==> config.mk <==
export PLATFORM = sky130hd
export DESIGN_NAME = config_manager_uc
export DESIGN_NICKNAME = d
export VERILOG_FILES = /design/src/rtl/config_manager_uc.sv
export SDC_FILE = /design/constraint.sdc
export NUM_CORES = 1
export LEC_CHECK = 0
export ABC_CLOCK_PERIOD_IN_PS = 2300
export BUFFER_PORTS_ARGS = -buffer_cell sky130_fd_sc_hd__buf_2
export CORE_MARGIN = 2
export CORE_UTILIZATION = 56
export DETAILED_ROUTE_END_ITERATION = 6
export PLACE_DENSITY = 0.85
export SLEW_MARGIN = 25
export SYNTH_ARGS = -nofsm -noshare
export SYNTH_HDL_FRONTEND = slang
export SYNTH_SLANG_ARGS = --single-unit
==> constraint.sdc <==
create_clock -name clock -period 2.3 [get_ports clock]
set_input_delay 0.115 -clock clock [delete_from_list [all_inputs] [get_ports clock]]
set_output_delay 0.115 -clock clock [all_outputs]
set_load 0.005 [all_outputs]
==> src/rtl/config_manager_uc.sv <==
// config_manager_uc: control unit for the serial configuration path.
// Pairs a command word with a data word, validates both and pulses the
// one limit-register load enable for the addressed target. Keeps sticky
// "configured" flags and the code of the last error.
module config_manager_uc #(
  parameter int unsigned TIMEOUT_CYCLES = 50_000_000,
  parameter logic [15:0] UMID_MAX       = 16'd1000
) (
  input  logic        clock,
  input  logic        reset,
  input  logic        configurar,
  input  logic        fim_recepcao_config,
  input  logic        parity_config_ok,
  input  logic [15:0] config_data,
  output logic        load_lim_um,
  output logic        load_temp1,
  output logic        load_temp2,
  output logic        load_temp3,
  output logic        load_temp4,
  output logic        config_ok,
  output logic        config_err,
  output logic [2:0]  err_code,
  output logic [4:0]  configurados,
  output logic        todos_configurados,
  output logic [3:0]  db_estado
);

  typedef enum logic [3:0] {
    INICIAL    = 4'd0,
    ESPERA_CMD = 4'd1,
    DECODIFICA = 4'd2,
    ESPERA_DADO= 4'd3,
    VALIDA     = 4'd4,
    CARREGA    = 4'd5,
    FIM_OK     = 4'd6,
    ERRO       = 4'd7
  } state_t;

  localparam logic [25:0] TMO_LAST = 26'(TIMEOUT_CYCLES - 1);
  localparam logic [25:0] CNT_MAX  = '1;

  state_t      state_q, state_d;
  logic [2:0]  tgt_q, tgt_d;
  logic [25:0] cnt_q, cnt_d;
  logic        tmo_q, tmo_d;
  logic        par_q, par_d;
  logic [2:0]  err_code_q, err_code_d;
  logic [4:0]  conf_q, conf_d;
  logic [4:0]  ld;

  // One-hot load vector, only ever non-zero in CARREGA (target is <= 4 there)
  always_comb begin
    ld = 5'b0;
    if (state_q == CARREGA) ld = 5'b00001 << tgt_q;
  end

  // Next-state, counter, latched parity, error code and sticky flags
  always_comb begin
    state_d    = state_q;
    tgt_d      = tgt_q;
    cnt_d      = cnt_q;
    par_d      = par_q;
    err_code_d = err_code_q;
    conf_d     = conf_q | ld;
    // Registered "reached the last wait cycle" flag; error fires one cycle later
    tmo_d      = (state_q == ESPERA_DADO) && (cnt_q == TMO_LAST);

    // Parity is only meaningful alongside fim, so capture it there
    if (fim_recepcao_config && (state_q == ESPERA_CMD || state_q == ESPERA_DADO))
      par_d = parity_config_ok;

    if (state_q == ESPERA_DADO && cnt_q != CNT_MAX)
      cnt_d = cnt_q + 26'd1;

    case (state_q)
      INICIAL: if (configurar) state_d = ESPERA_CMD;
      ESPERA_CMD: begin
        if (fim_recepcao_config) state_d = DECODIFICA;
        else if (!configurar)    state_d = INICIAL;
      end
      DECODIFICA: begin
        if (!par_q) begin
          state_d = ERRO; err_code_d = 3'd1;
        end else if (config_data[15:8] != 8'hA5) begin
          state_d = ERRO; err_code_d = 3'd2;
        end else if (config_data[2:0] > 3'd4) begin
          state_d = ERRO; err_code_d = 3'd3;
        end else begin
          state_d = ESPERA_DADO;
          tgt_d   = config_data[2:0];
          cnt_d   = '0;
        end
      end
      ESPERA_DADO: begin
        // The frame's own fim wins over a simultaneous timeout
        if (fim_recepcao_config) state_d = VALIDA;
        else if (tmo_q) begin
          state_d = ERRO; err_code_d = 3'd4;
        end else if (!configurar) state_d = INICIAL;
      end
      VALIDA: begin
        if (!par_q) begin
          state_d = ERRO; err_code_d = 3'd1;
        end else if (tgt_q == 3'd0 && config_data > UMID_MAX) begin
          state_d = ERRO; err_code_d = 3'd5;
        end else state_d = CARREGA;
      end
      CARREGA: state_d = FIM_OK;
      FIM_OK:  state_d = ESPERA_CMD;
      ERRO:    state_d = ESPERA_CMD;
      default: state_d = INICIAL;
    endcase
  end

  // State and datapath registers, asynchronously cleared
  always_ff @(posedge clock or posedge reset) begin
    if (reset) begin
      state_q    <= INICIAL;
      tgt_q      <= '0;
      cnt_q      <= '0;
      tmo_q      <= 1'b0;
      par_q      <= 1'b0;
      err_code_q <= '0;
      conf_q     <= '0;
    end else begin
      state_q    <= state_d;
      tgt_q      <= tgt_d;
      cnt_q      <= cnt_d;
      tmo_q      <= tmo_d;
      par_q      <= par_d;
      err_code_q <= err_code_d;
      conf_q     <= conf_d;
    end
  end

  assign load_lim_um        = ld[0];
  assign load_temp1         = ld[1];
  assign load_temp2         = ld[2];
  assign load_temp3         = ld[3];
  assign load_temp4         = ld[4];
  assign config_ok          = (state_q == FIM_OK);
  assign config_err         = (state_q == ERRO);
  assign err_code           = err_code_q;
  assign configurados       = conf_q;
  assign todos_configurados = &conf_q;
  assign db_estado          = state_q;

endmodule

After elaboration in Yosys (flattened, before gate mapping)

Cells that the tools add are included.

Memories: 0
Latch bits: 0
Bits in read-only memories: 0
Input bits: 21
RAM bits: 0
Word-level logic and storage cells: 66
Output and inout port bits: 20
Bits in registers: 43

$lt $le $gt $ge: 2
Divide/modulo/power cells: 0
Muxes and demuxes: 25
Multiply operators: 0
Reduce and logical (&&, ||, !) cells: 12
Add/sub/neg operators: 1
Bitwise operators: 3
Equal/unequal tests: 15
Shift operators: 1

Operators with widths:

| cell                    | count |
|---|---|
| $mux W26                | 5 |
| $mux W3                 | 10 |
| $pmux W4 S7             | 1 |
| $add A26 B1 Y26 const B | 1 |
| $eq A26 B26 Y1 const B  | 1 |
| $ne A26 B26 Y1 const B  | 1 |
| $mux W4                 | 5 |
| $eq A4 B3 Y1 const B    | 4 |
| $gt A16 B10 Y1 const B  | 1 |
| $reduce_and A5 Y1       | 2 |
| $pmux W3 S3             | 1 |
| $eq A4 B2 Y1 const B    | 2 |
| $ne A8 B8 Y1 const B    | 1 |
| $ne A2 B2 Y1 const B    | 3 |
| $mux W5                 | 1 |
| $or A5 B5 Y5            | 1 |
| $shl A1 B3 Y5 const A   | 1 |
| $eq A4 B1 Y1 const B    | 1 |
| $logic_and A1 B1 Y1     | 4 |
| $logic_not A4 Y1        | 1 |
| $mux W2                 | 2 |
| $ne A4 B4 Y1 const B    | 1 |
| $reduce_and A4 Y1       | 1 |
| $gt A3 B3 Y1 const B    | 1 |
| 6 further kinds         | 7 |

Longest topological paths before layout

Depth after elaboration: 7
Gate-level depth with buffers: 7

Worst setup path after synthesis

Ideal clock, no wire load.

Path type: register to register
Start point: register cnt_q[7]
End point: register cnt_q[22]
Clock period less this slack: 2.100 ns
Library setup time: 0.073 ns
Cell stages (with the launch flop): 8
Arrival: 2.027 ns
Buffers on the path: 2
Data required time: 2.227 ns
Setup slack: 0.200 ns
Cells stage by stage: dfrtp_1 buf_4 nand2_1 or4_4 buf_6 or3_1 or3_1 a21oi_2

Cells in the longest elaborated chain, start to end: 7

Ends and longest elaborated chain:

| item                                                                    | line | source |
|---|---|---|
| from (decl)                                                             | 44   | `logic [25:0] cnt_q, cnt_d;` |
| from (signal assigned)                                                  | 128  | `cnt_q <= cnt_d;` |
| parallel branches: the longest is 2 deep, another holds $add A26 B1 Y26 | --   |  |
| $mux W26 *                                                              | 72   | `if (state_q == ESPERA_DADO && cnt_q != CNT_MAX)` |
| $mux W26                                                                | 86   | `end else if (config_data[2:0] > 3'd4) begin` |
| $mux W26                                                                | 84   | `end else if (config_data[15:8] != 8'hA5) begin` |
| $mux W26                                                                | 82   | `if (!par_q) begin` |
| $mux W26 *                                                              | 75   | `case (state_q)` |
| via cnt_d[22]                                                           | 44   |  |

Mark *: on every way through the listed nets, which the timed path passes.
A chain may end at the register's enable or synchronous reset.

Worst setup path in the final report

Start point: register cnt_q[8]
End point: register cnt_q[22]

The elaborated chain is that of the path after synthesis.

==> results_dict.tcl <==
set metrics [dict create \
    synth-compound-area-share_pct 13.4 \
    antenna_found_initial 0 \
    core_mm2 0.00435 \
    maxCapViolCount 0 \
    cpLargestDelayFamily "simple AND/OR/NAND/NOR gates" \
    initial_core_util_pct 58.2 \
    syn_avg_cell_area_um2 9.12 \
    ant_nets 0 \
    crit_path_max_incr_delay_ps 630 \
    placed_cells 370 \
    synthCells 278 \
    area_growth_pct 17.1 \
    relSlewSlack_pct 56.2 \
    grt_usage_pct 25.1 \
    clock_path_buffers 2 \
    fin_skew_ps 10.5 \
    wl_met1_um 2590 \
    period_minus_slack_ps 2200 \
    fin_util_pct 68.2 \
    stdcell_count 379 \
    crit_path_end_kind "register" \
    clk_pin_slew_worst_paths_ps 90 \
    grt_max_degree 44 \
    drt-wirelength-per-cell_um 15.5 \
    synth_async_sr_flop_share_pct 100 \
    final_cell_mix "43 x dfrtp_1, 40 x buf_2, 33 x nor2_1, 30 x nand2_1, 16 x xnor2_1" \
    synth.area.mux_share_pct 2.81 \
    grt_pass1_wl_um 10000 \
    dpl.hpwl_um 4190 \
    cp_num_cells 5 \
    drive_gt1_share_pct 24.8 \
    antennaDiodeCount 0 \
    h-tree-depth 2 \
    clkSinkCount 43 \
    cts_tree "done" \
    cpMaxStageDelayCell "or4_4" \
    rr_worst_depth 5 \
    tns_ps 0 \
    rows 24 \
    rsz0062_at_grt "false" \
    tightest_slew_ps 650 \
    fin_crit_sh_pct 95.5 \
    synth_xor_area_share_pct 5.53 \
    cp-start-kind "register" \
    cp_common_cell "or3_1" \
    cts_made_buffers 5 \
    io_pins 41 \
    synth_top_family_by_area "simple AND/OR/NAND/NOR gates" \
    crit_required_ps 2540 \
    synth_nets 300 \
    final-seq-area_mm2 0.00108 \
    vias 2302 \
    path_buf_inv 0 \
    cp_max_fo 9 \
    dieArea_mm2 0.00508 \
    syn-cell-area_mm2 0.00253 \
    synth-seq-cells 43 \
    die_y_um 71.3 \
    synth_enable_flop_cells 0 \
    wl_met2_um 2790 \
    finalWirelength_um 5890 \
    die_x_um 71.3 \
    timing.fmax_mhz 455 \
    gp_congestion 0.869 \
    ys_types 57 \
    layout.nets 348 \
    postCtsSetupBuffers 0 \
    grt_pass1_vias 2182 \
    drt_iter0_drc 164 \
    leakage_nw 1.33 \
    viasPerCell 6.07 \
    worstHoldPathType "in2reg" \
    ir_drop_mv 0.764 \
    ys_seq_area_share_pct 42.4 \
    final_max_slew_viol_count 0 \
    overflow 0 \
    clock_latency_ps 300 \
    synth_flop_cell "dfrtp_1" \
    critPathKind "reg2reg" \
    drtPass1Iterations 4 \
    path_cells "nand2_1 -> or4_4 -> or3_1 -> or3_1 -> a21oi_2" \
    crit_arrival_ps 2440 \
    synthAdderAreaFrac_pct 0.494 \
    fillCellCount 334 \
    cts_root_buf "clkbuf_8" \
    hold_depth 3 \
    status "complete, no violations" \
    top_layer "met4" \
    layout_commonest_cell "dfrtp_1" \
    io_buffers 40 \
    hold_violations 0 \
    yosys.area_share.simple_pct 31.2 \
    yosysWarnings 0 \
    setup_violations 0 \
    power_density_mw_per_mm2 1120 \
    drc 0 \
    multi_input_area_mm2 0.00136 \
    met3_length_um 386 \
]
==> path summary, 6_finish.rpt <==
kind | start | slack, ps | end
setup / recovery | cnt_q[8]$_DFF_PP0_ | 100 | cnt_q[22]$_DFF_PP0_
hold / removal | config_data[0] | 30 | tgt_q[0]$_DFFE_PP0P_
setup reg to reg | cnt_q[8]$_DFF_PP0_ | 100 | cnt_q[22]$_DFF_PP0_
hold reg to reg | configurados[4]$_DFF_PP0_ | 490 | configurados[4]$_DFF_PP0_
max in group asynchronous | reset | 1450 | par_q$_DFFE_PP0P_
min in group asynchronous | reset | 480 | cnt_q[21]$_DFF_PP0_
==> flip-flops by register name, summed over array words and instances (netlist names) <==
register      cells
cnt_q            26
configurados      5
db_estado         4
err_code          3
tgt_q             3
par_q             1
tmo_q             1
==> stage by stage <==
stage	total power, mW	setup slack [ps]	hold WS, ps	instance area, um^2
global route	3.51	5.36	39.1	2970
global placement	2.60	210	274	2840
CTS	3.29	138	25.5	2970
finish	3.31	104	31.2	2970
detailed placement	2.66	164	287	2840
floorplan	2.27	200	228	2530
==> kinds of logic after synthesis <==
kind of cell	after synthesis
compound gates	44
xor+xnor	16
fa+ha+maj	1
buf+inv	21
flops	43
mux	7
other cells	1
simple gates	145
==> layer usage <==
metal  up-vias  GRT usage, %
met5         -             0
met3        16          7.45
met4         0          9.64
met1      1098          33.2
li1       1095             -
met2        93          39.0
==> final cells by class <==
| cell class | instances | area share [%] |
|---|---|---|
| Multi-Input combinational cell | 214 | 45.8 |
| Sequential cell | 43 | 36.3 |
| Timing Repair Buffer | 54 | 10.8 |
| Clock buffer | 6 | 2.78 |
| Tap cell | 52 | 2.19 |
| Clock inverter | 2 | 1.18 |
| Inverter | 8 | 1.01 |
==> report_power, final <==
group / internal, mW / switching [mW]
clock network: 0.351 / 0.261
registers: 0.968 / 0.229
logic: 0.624 / 0.878
total: 1.94 / 1.37
==> what timing repair did <==
item,CTS,global route
hold buffers,1,0
gates resized for setup,0,0
endpoints found under the hold margin,43,0
setup endpoints to repair,0,0
==> worst register-to-register path, delay by kind of cell (launching register included) <==
family	cells	cell delay, ps
and+or+nand+nor	4	1530
DFF	1	480
AOI/OAI and AO/OA	1	130
==> synthesized netlist by cell type, drive strengths merged, types with 8 or more instances <==
library cell  instances  area, um^2
a21oi                 9        48.8
dfrtp                43        1080
inv                   8        30.0
nand2                30         113
nand3                14        75.1
nor2                 33         124
nor3                 10        50.1
o21ai                 8        40.0
or2                   8        50.1
xnor2                16         140
(Power assumes the default switching activity.)
